==> src/rtl/ram_arb_pkg.sv <==
// Shared types, defaults and helpers for the RAM write-port arbiter.
package ram_arb_pkg;

    typedef enum logic {
        ST_ARB  = 1'b0,
        ST_FILL = 1'b1
    } state_t;

    localparam int DEF_AW = 12;
    localparam int DEF_DW = 8;

    // Index of the lowest set bit; returns 0 when no bit is set.
    function automatic logic [2:0] lowest_set(input logic [7:0] v);
        logic [2:0] r;
        r = 3'd0;
        for (int i = 7; i >= 0; i--) begin
            if (v[i]) r = 3'(i);
        end
        return r;
    endfunction

endpackage

==> src/rtl/ram_arb_grant.sv <==
// One-hot grant generator: round-robin when RAM_ARB_RR_EN is defined,
// fixed priority (lowest index wins) otherwise.
module ram_arb_grant
    import ram_arb_pkg::*;
#(
    parameter int NREQ = 2
) (
    input  logic            clk,
    input  logic            rst,
    input  logic            en,
    input  logic [NREQ-1:0] req_valid,
    output logic [NREQ-1:0] grant
);

    logic [2:0] sel;
    logic       has;

`ifdef RAM_ARB_RR_EN
    logic [2:0] ptr_reg;

    // Search starts one past the last winner so every requester gets a turn.
    always_comb begin
        int idx;
        idx = 0;
        has = 1'b0;
        sel = ptr_reg;
        for (int k = 1; k <= NREQ; k++) begin
            idx = (int'(ptr_reg) + k) % NREQ;
            if (!has && req_valid[idx]) begin
                has = 1'b1;
                sel = 3'(idx);
            end
        end
    end

    always_ff @(posedge clk or posedge rst) begin
        if (rst) begin
            ptr_reg <= 3'(NREQ - 1);
        end else if (en && has) begin
            ptr_reg <= sel;
        end
    end
`else
    assign has = |req_valid;
    assign sel = lowest_set(8'(req_valid));

    logic unused_ok;
    assign unused_ok = ^{clk, rst};
`endif

    generate
        for (genvar gi = 0; gi < NREQ; gi++) begin : g_gnt
            assign grant[gi] = en && has && (sel == 3'(gi));
        end
    endgenerate

endmodule

==> src/rtl/ram_wr_arbiter.sv <==
// Shares the RAM write port between NREQ writers and a full-RAM fill engine.
// Optional round-robin arbitration is enabled by defining RAM_ARB_RR_EN.
module ram_wr_arbiter
    import ram_arb_pkg::*;
#(
    parameter int NREQ = 2,
    parameter int AW   = DEF_AW,
    parameter int DW   = DEF_DW
) (
    input  logic               clk,
    input  logic               rst,
    input  logic [NREQ-1:0]    req_valid,
    output logic [NREQ-1:0]    req_ready,
    input  logic [NREQ*AW-1:0] req_addr,
    input  logic [NREQ*DW-1:0] req_data,
    input  logic               fill_start,
    input  logic [DW-1:0]      fill_data,
    output logic               fill_busy,
    output logic               fill_done,
    output logic               wreq,
    output logic [AW-1:0]      waddr,
    output logic [DW-1:0]      wdata
);

    state_t          state_reg, state_next;
    logic [AW-1:0]   cnt_reg;
    logic [DW-1:0]   fill_val_reg;
    logic            arb_en;
    logic            cnt_last;
    logic [NREQ-1:0] grant;
    logic [AW-1:0]   sel_addr;
    logic [DW-1:0]   sel_data;

    assign cnt_last  = &cnt_reg;
    assign req_ready = grant;

    ram_arb_grant #(
        .NREQ(NREQ)
    ) u_grant (
        .clk      (clk),
        .rst      (rst),
        .en       (arb_en),
        .req_valid(req_valid),
        .grant    (grant)
    );

    // Grant is one-hot, so an AND-OR mux picks the winner's address/data.
    always_comb begin
        sel_addr = '0;
        sel_data = '0;
        for (int i = 0; i < NREQ; i++) begin
            if (grant[i]) begin
                sel_addr |= req_addr[i*AW +: AW];
                sel_data |= req_data[i*DW +: DW];
            end
        end
    end

    always_ff @(posedge clk or posedge rst) begin
        if (rst) begin
            state_reg <= ST_ARB;
        end else begin
            state_reg <= state_next;
        end
    end

    always_comb begin
        state_next = state_reg;
        case (state_reg)
            ST_ARB:  if (fill_start) state_next = ST_FILL;
            ST_FILL: if (cnt_last)   state_next = ST_ARB;
            default: state_next = ST_ARB;
        endcase
    end

    always_comb begin
        arb_en    = (state_reg == ST_ARB);
        fill_busy = (state_reg == ST_FILL);
    end

    // A request granted in the same cycle as fill_start is written first;
    // the sweep then starts on the following edge.
    always_ff @(posedge clk or posedge rst) begin
        if (rst) begin
            wreq         <= 1'b0;
            waddr        <= '0;
            wdata        <= '0;
            fill_done    <= 1'b0;
            cnt_reg      <= '0;
            fill_val_reg <= '0;
        end else if (state_reg == ST_FILL) begin
            wreq      <= 1'b1;
            waddr     <= cnt_reg;
            wdata     <= fill_val_reg;
            fill_done <= cnt_last;
            cnt_reg   <= cnt_reg + 1'b1;
        end else begin
            fill_done <= 1'b0;
            wreq      <= |grant;
            if (|grant) begin
                waddr <= sel_addr;
                wdata <= sel_data;
            end
            if (fill_start) begin
                fill_val_reg <= fill_data;
                cnt_reg      <= '0;
            end
        end
    end

endmodule

==> config.mk <==
export PLATFORM = sky130hd
export DESIGN_NAME = ram_wr_arbiter
export DESIGN_NICKNAME = d
export VERILOG_FILES = /design/src/rtl/ram_arb_pkg.sv /design/src/rtl/ram_arb_grant.sv /design/src/rtl/ram_wr_arbiter.sv
export SDC_FILE = /design/constraint.sdc
export NUM_CORES = 1
export LEC_CHECK = 0
export ABC_AREA = 1
export CORE_MARGIN = 3
export CORE_UTILIZATION = 44
export DETAILED_ROUTE_END_ITERATION = 6
export PLACE_DENSITY = 0.79
export SYNTH_ARGS = -nofsm -noshare
export SYNTH_HDL_FRONTEND = slang
export SYNTH_SLANG_ARGS = --single-unit
==> constraint.sdc <==
create_clock -name clk -period 1.8 [get_ports clk]
set_clock_uncertainty 0.2 [all_clocks]
set_input_delay 0.36 -clock clk [delete_from_list [all_inputs] [get_ports clk]]
set_output_delay 0.36 -clock clk [all_outputs]
set_load 0.005 [all_outputs]
---- Word-level counts from Yosys, hierarchy flattened ----
Index checks and enable logic that the tools add are counted.
cells by class
  add/sub/neg operators ................... 1
  equality and inequality tests ........... 1
  mux-type cells .......................... 17
  bitwise operators ....................... 3
  reductions and logical operators ........ 10
operator list
  cell                                                             number
  12-bit 2-to-1 mux                                                6
  8-bit 2-to-1 mux                                                 4
  12-bit by 1-bit adder with 12-bit output, second input constant  1
  12-bit OR                                                        1
  12-bit AND reduction                                             1
  8-bit OR                                                         1
  1-bit 2-to-1 mux                                                 6
  2-bit nonzero test                                               2
  2-bit OR reduction                                               2
  1-bit logical AND                                                3
  3-bit logical NOT                                                1
  1-bit case mux with 2 select lines                               1
  2-bit AND reduction                                              1
  1-bit equality test, second input constant                       1
  1-bit NOT                                                        1
word-level totals
  register bits after elaboration ......... 43
  input port bits ......................... 53
  output and inout bits ................... 25

---- Longest topological paths before layout ----
  depth after elaboration ................. 9
  mapped depth ............................ 7
  depth with buffers taken out ............ 7

---- Hierarchy ----
A second synthesis with hierarchy kept.
second synthesis, totals
  cell total of the unflattened synthesis .. 303
  area, all modules ....................... 2287.2 um^2
by module, submodules not included
  module          times used  cells each  area an instance (um^2)  sequential area each (um^2)
  ram_wr_arbiter  1           297         2262.2                   1076.0
  ram_arb_grant   1           6           25.0                     0.0

---- Least setup slack after synthesis ----
Ideal clock, no wire load.
  kind .................................... reg2out
  start point ............................. reg state_reg, in the netlist fill_busy
  end point ............................... out req_ready[1]
  arrival ................................. 0.879 ns
  slack ................................... 0.361 ns
  cell stages (with the launch flop) ...... 5
  buffers on the path ..................... 1
  cells stage by stage .................... dfrtp_1 > inv_2 > nand2_1 > nor2_2 > buf_2
on the way
  cells in the longest elaborated chain, start to end .. 3
RTL lines
  what                             line                  source
  start, declared                  ram_wr_arbiter.sv:25  state_t state_reg, state_next;
  start signal, assigned           ram_wr_arbiter.sv:63  state_reg <= state_next;
  1-bit NOT (no source line)       -
  1-bit logical AND (2 in series)  ram_arb_grant.sv:53   assign grant[gi] = en && has && (sel == 3'(gi));
  end, declared                    ram_wr_arbiter.sv:13  output logic [NREQ-1:0] req_ready,
Every way passes these cells.

---- Worst setup path after layout ----
  start point ............................. reg state_reg, in the netlist fill_busy
  end point ............................... out fill_busy
RTL lines
  what           line                  source
  end, declared  ram_wr_arbiter.sv:18  output logic fill_busy,
No word-level cell between the ends.

==> flow_summary.toml <==
[sta]
worst_pin_slew_ns = 0.311
rsz0062_at_grt = "true"
drv_slew = 0
layout_setup_ws_ns = 0.0337
finalHoldViolCount = 0
fmax_ghz = 0.566
final.min_clock_period_ns = 1.77
whs_ns = 0.210
fin_crit_sh = 0.981
max_slew_margin = 0.792
setup_violations = 0

[critical_path]
critPathBufInv = 3
critPathKind = "flip-flop to primary output"
r2r-start = "fill_busy"
crit_path_top_delay_cell = "dfrtp_1"
worstReg2RegEnd = "cnt_reg[10]"
endpoint_kind = "primary output"
r2r_cells = 7
cp.required_ns = 1.24
cp.arrival_ns = 1.21
r2r_slack_ns = 0.20
path_common_cell = "buf_4"
worstPathCellList = "buf_4, buf_4, dlygate4sd2_1"
start_kind = "flip-flop"
cp_top_family = "buffers and inverters"
max_stage_delay_ns = 0.39
worst-path-max-fanout = 4

[power_and_ir_drop]
p_sw_w = 0.000859
ir_drop_mv = 0.663
p_int_w = 0.00189
leakage_nw = 1.42
switching_share = 0.312
combPwrFrac = 0.286
power_density_nw_per_um2 = 887
power_frac_seq = 0.497
p_clk_frac = 0.217

[synthesis]
synth_top_cell_by_area = "dfrtp_1"
synth_fp_nets = 329
synth_area_leaders = "dfrtp_1 (51%), nand2_1 (23%), nand4_1 (6.8%)"
post-synth-top-area-fraction = 0.506
ys_ff_latch = 43
syn_avg_cell_area_um2 = 7.73
synthesis.instances = 275
synth_area_um2 = 2130
ys_warn_count = 0
yosysSeqAreaShare = 0.506
ys_types = 20

[finish]
final_common_cell = "nand2_1"
final_cell_mix = "nand2_1 (133), clkdlybuf4s50_1 (74), dfrtp_1 (43), nand4_1 (23), inv_1 (20)"
area_growth_pct = 45.8
drive_gt1_frac = 0.0994
finalNonFillerCells = 414
final_area_um2 = 3100
n_antenna_cell = 0
fin_nets = 415
fin_util = 0.688

[floorplan]
die_h_um = 75.5
start_util = 0.472
rows = 24
dieArea_um2 = 5700
die_width_um = 75.5
coreArea_um2 = 4500
ios = 78

[grt]
grt_first_pass_wirelength_um = 9140
grt_pass1_vias = 1990
grt_start_max_net_pins = 44
gr-usage-all-layers = 0.208
grtUsageMet1 = 0.282
grt_util_met2 = 0.346
met3_usage = 0.0330
antenna_found_initial = 0
overflow = 0
grt-busiest-layer = "met2"

[clock_network]
cts-root-buf = "clkbuf_8"
cts_tree = "yes"
numCtsBuffers = 5
h-tree-depth = 2
clkLatencyLatePin_ns = 0.29
path_clk_slew_ns = 0.08
clock_sinks = 43
cts_hold_buffers = 0
clock_path_buffers = 2

[outcome]
status = "complete, no violations"

[route]
drt-total-wl_um = 5750
wl_per_cell_um = 13.9
antenna_left = 0
routed-via-count = 2102
drtIter0Drc = 76
avgViaCountPerCell = 5.08
drc = 0
drtPass1Iterations = 4

[place]
dpl_cell_area_um2 = 3010
dp.cells = 404
gp_congestion = 0.784
port_buffers = 77
dp_hpwl_um = 4320
pre_cts_ws_ns = -0.321

[min_path]
hold_path_class = "input pin to async pin"

[run]
cap_violations = 0
cells by family (layout without fill, tap and decap cells):
kind of cell | after synthesis | in the layout | synth area share
and+or+nand+nor | 187 | 187 | 0.394
DFF | 43 | 43 | 0.506
buffers and inverters | 35 | 122 | 0.0712
AOI/OAI and AO/OA | 9 | 9 | 0.0224
adders and majority gates | 1 | 1 | 0.00588
synth_stat cells (all sizes together):
cell type / count
nand2: 135
dfrtp: 43
inv: 24
nand4: 23
nor2: 16
buf: 11
nand3: 11
o21ai: 7
nor3: 2
a21oi: 1
ha: 1
o21a: 1
layer usage:
layer	share of wire	wire (um)	vias to the layer above
met5	0	0	-
met1	0.45	2590	991
li1	-	-	1044
met3	0.060	348	6
met2	0.48	2750	61
met4	0.012	71	0
how the worst max path moves through the flow:
stage / from / endpoint / slack [ns] / depth (start not counted)
final: fill_busy / fill_busy / 0.03 / 3
after global routing: fill_busy / req_ready[1] / -0.01 / 5
after CTS: fill_busy / req_ready[1] / -0.03 / 5
after detailed placement: req_valid[1] / req_ready[1] / -0.32 / 4
after global placement: req_valid[1] / req_ready[1] / -0.31 / 4
after floorplan: rst / cnt_reg[0] / 0.24 / 1
repair_timing:
item / CTS / global route
setup buffers: 1 / 1
pin swaps: 0 / 1
endpoints found under the hold margin: 0 / 0
gates resized for setup: 5 / 2
endpoints found under the setup margin: 3 / 2
gates cloned: 0 / 0
area by class of cell:
cell class | instances | area, um2
Clock buffer | 7 | 76.3
Clock inverter | 1 | 5.00
Fill cell | 376 | 1410
Inverter | 24 | 90.1
Multi-Input combinational cell | 197 | 901
Sequential cell | 43 | 1080
Tap cell | 52 | 65.1
Timing Repair Buffer | 90 | 886
worst register-to-register path: cells and delay by family, from the launching register on:
kind / cells / cell delay [ns]
AND/OR/NAND/NOR: 4 / 0.48
flip-flops: 1 / 0.36
buffers and inverters: 3 / 0.46
power groups by stage:
stage	registers [W]	logic, W	clock network, W
2_1_floorplan	0.00135	0.000372	0
3_3_place_gp	0.00137	0.000771	0
3_5_place_dp	0.00138	0.000794	0
4_1_cts	0.00136	0.000797	0.000602
5_1_grt	0.00140	0.000882	0.000638
6_report	0.00137	0.000786	0.000595
per-stage QoR:
step / TNS (ns) / power [W]
floorplan: 0 / 0.00172
global placement: -0.546 / 0.00214
detailed placement: -0.582 / 0.00218
CTS: -0.0306 / 0.00276
global route: -0.0163 / 0.00292
finish: 0 / 0.00275
Note: power is estimated with default switching activity, not from simulation.
==> patch: new RTL, same settings <==
Build with the macro `RAM_ARB_RR_EN` defined.
--- a/src/rtl/ram_arb_grant.sv
+++ b/src/rtl/ram_arb_grant.sv
@@ -1,4 +1,6 @@
 // One-hot grant generator: round-robin when RAM_ARB_RR_EN is defined,
 // fixed priority (lowest index wins) otherwise.
+`define RAM_ARB_RR_EN
+
 module ram_arb_grant
     import ram_arb_pkg::*;
Formal check against the unedited RTL: not equivalent (a bounded check fails within 4 cycles, from zero or initial values and one cycle with rst high).
==> patch against the unedited design <==
- hold slack worse by 21 ps
- highest routed layer unchanged
- setup slack worse by 62 ps
- count of clock-buffer cells in the layout down 2
- routed wire length up 11%
- the flow now finishes with violations (negative setup slack)
- sequential cell count up 1
- cell area up 7.9%
- synthesized area up 7.8%
- synthesized cell count up 2.2%
- core utilization down 0.29 points
Power is not compared: it rests on default switching activity, and its combinational part moved more than twofold at a synthesized area within 25%.
==> patch: results (changes against the unedited design) <==
stage,metric,value,unit,change
place,gp_congestion,0.836,,+6.6%
yosys,ys_top_cells_by_area,"dfrtp_1, nand2_1, nand3_1",,
worst_setup_path,rr_worst_depth,8,,+1
cells_and_area,final_net_count,426,,+2.7%
yosys,synthCells,281,,+2.2%
timing,layout_setup_ws,-28.3,ps,-62.0 ps
detailed_routing,wirelength,6390,µm,+11%
grt,grt_pass1_vias,2218,,+11%
yosys,synth.top_cells.by_count,"nand2_1, dfrtp_1, nand3_1, nand4_1, inv_1",,
cts,cts_made_buffers,5,,unchanged
timing,holdWs,188,ps,-21.5 ps
detailed_routing,drtIter0Drc,146,,+92%
place,pre_cts_slack,-591,ps,-270 ps
grt,grt_max_degree,45,,+2.3%
timing,relSlewSlack,78.9,%,-0.22 points
yosys,syn_nets,335,,+1.8%
run_status,outcome,finished with violations,,
grt,grt_pass1_wl,10500,µm,+15%
place,place_inst,426,,+5.4%
detailed_routing,vias_per_cell,5.15,,+1.4%
run_status,violations,negative setup slack,,
grt,grtUsageTotal,21.6,%,+0.89 points
worst_setup_path,rrSetupSlack,100,ps,-100 ps
cells_and_area,drive_gt1_share,15.3,%,+5.3 points
timing,setup_viol,2,,+2
worst_setup_path,worst_ep_arrival_time,1270,ps,+60 ps
worst_setup_path,cp_max_fo,3,,-1
timing,final.setup.tns,-35.6,ps,-35.6 ps
yosys,yosysSeqAreaShare,48.1,%,-2.5 points
-- patch: how the worst max path moves through the flow --
stage / startpoint / to / slack, ps / cells past startpoint
2_1_floorplan: rst / cnt_reg[0] / 210 / 1
3_3_place_gp: req_valid[1] / req_ready[0] / -530 / 5
3_5_place_dp: req_valid[1] / req_ready[0] / -590 / 5
4_1_cts: u_grant.ptr_reg[0] / req_ready[1] / -10 / 4
5_1_grt: u_grant.ptr_reg[0] / req_ready[0] / -80 / 5
6_report: u_grant.ptr_reg[0] / req_ready[0] / -30 / 5
-- patch: cell type report --
type | instances | area, µm²
tap | 67 | 83.8
inverter | 23 | 88.8
timing repair buffer | 99 | 955
clock buffer | 5 | 68.8
clock inverter | 3 | 47.5
sequential | 44 | 1100
multi-input combinational | 199 | 997
fill | 413 | 1540
-- patch: what timing repair did --
| item | in CTS | in global routing |
|---|---|---|
| pin swaps | 2 | 2 |
| setup buffers | 5 | 1 |
| hold endpoints to repair | 0 | 0 |
| endpoints found under the setup margin | 3 | 2 |
| resized for setup | 17 | 0 |
-- patch: logic make-up (layout without fill, tap and decap cells) --
family / Yosys count / count (layout) / synth area share, %
AO/OA/AOI/OAI: 15 / 15 / 3.88
AND/OR/NAND/NOR: 183 / 183 / 38.5
flip-flops: 44 / 44 / 48.1
buffers and inverters: 38 / 130 / 8.95
adder cells (fa/ha/maj): 1 / 1 / 0.546
-- patch: where the power goes --
part / internal, W / leakage [nW] / switching [W]
registers: 0.000991 / 0.498 / 0.00000164
clock network: 0.000418 / 0.0583 / 0.000361
logic: 0.000127 / 0.969 / 0.0000772
-- patch: worst max-delay path, stage by stage (launching register included) --
cell     delay (ps)
dfstp_2         560
buf_6           100
o21ai_4          60
nand2_2          90
inv_2            40
buf_2           110
-- patch: per-stage QoR --
step / total power (W) / cell area [µm²]
2_1_floorplan: 0.00107 / 2290
3_3_place_gp: 0.00120 / 3180
3_5_place_dp: 0.00120 / 3180
4_1_cts: 0.00198 / 3340
5_1_grt: 0.00205 / 3340
6_report: 0.00198 / 3340
-- patch: layer usage --
layer | track usage [%] | vias to the layer above | routed length, µm
met4 | 5.59 | 0 | 125
met1 | 28.7 | 1082 | 2770
met5 | 0 | - | 0
met3 | 5.96 | 12 | 382
li1 | - | 1106 | -
met2 | 35.0 | 65 | 3110
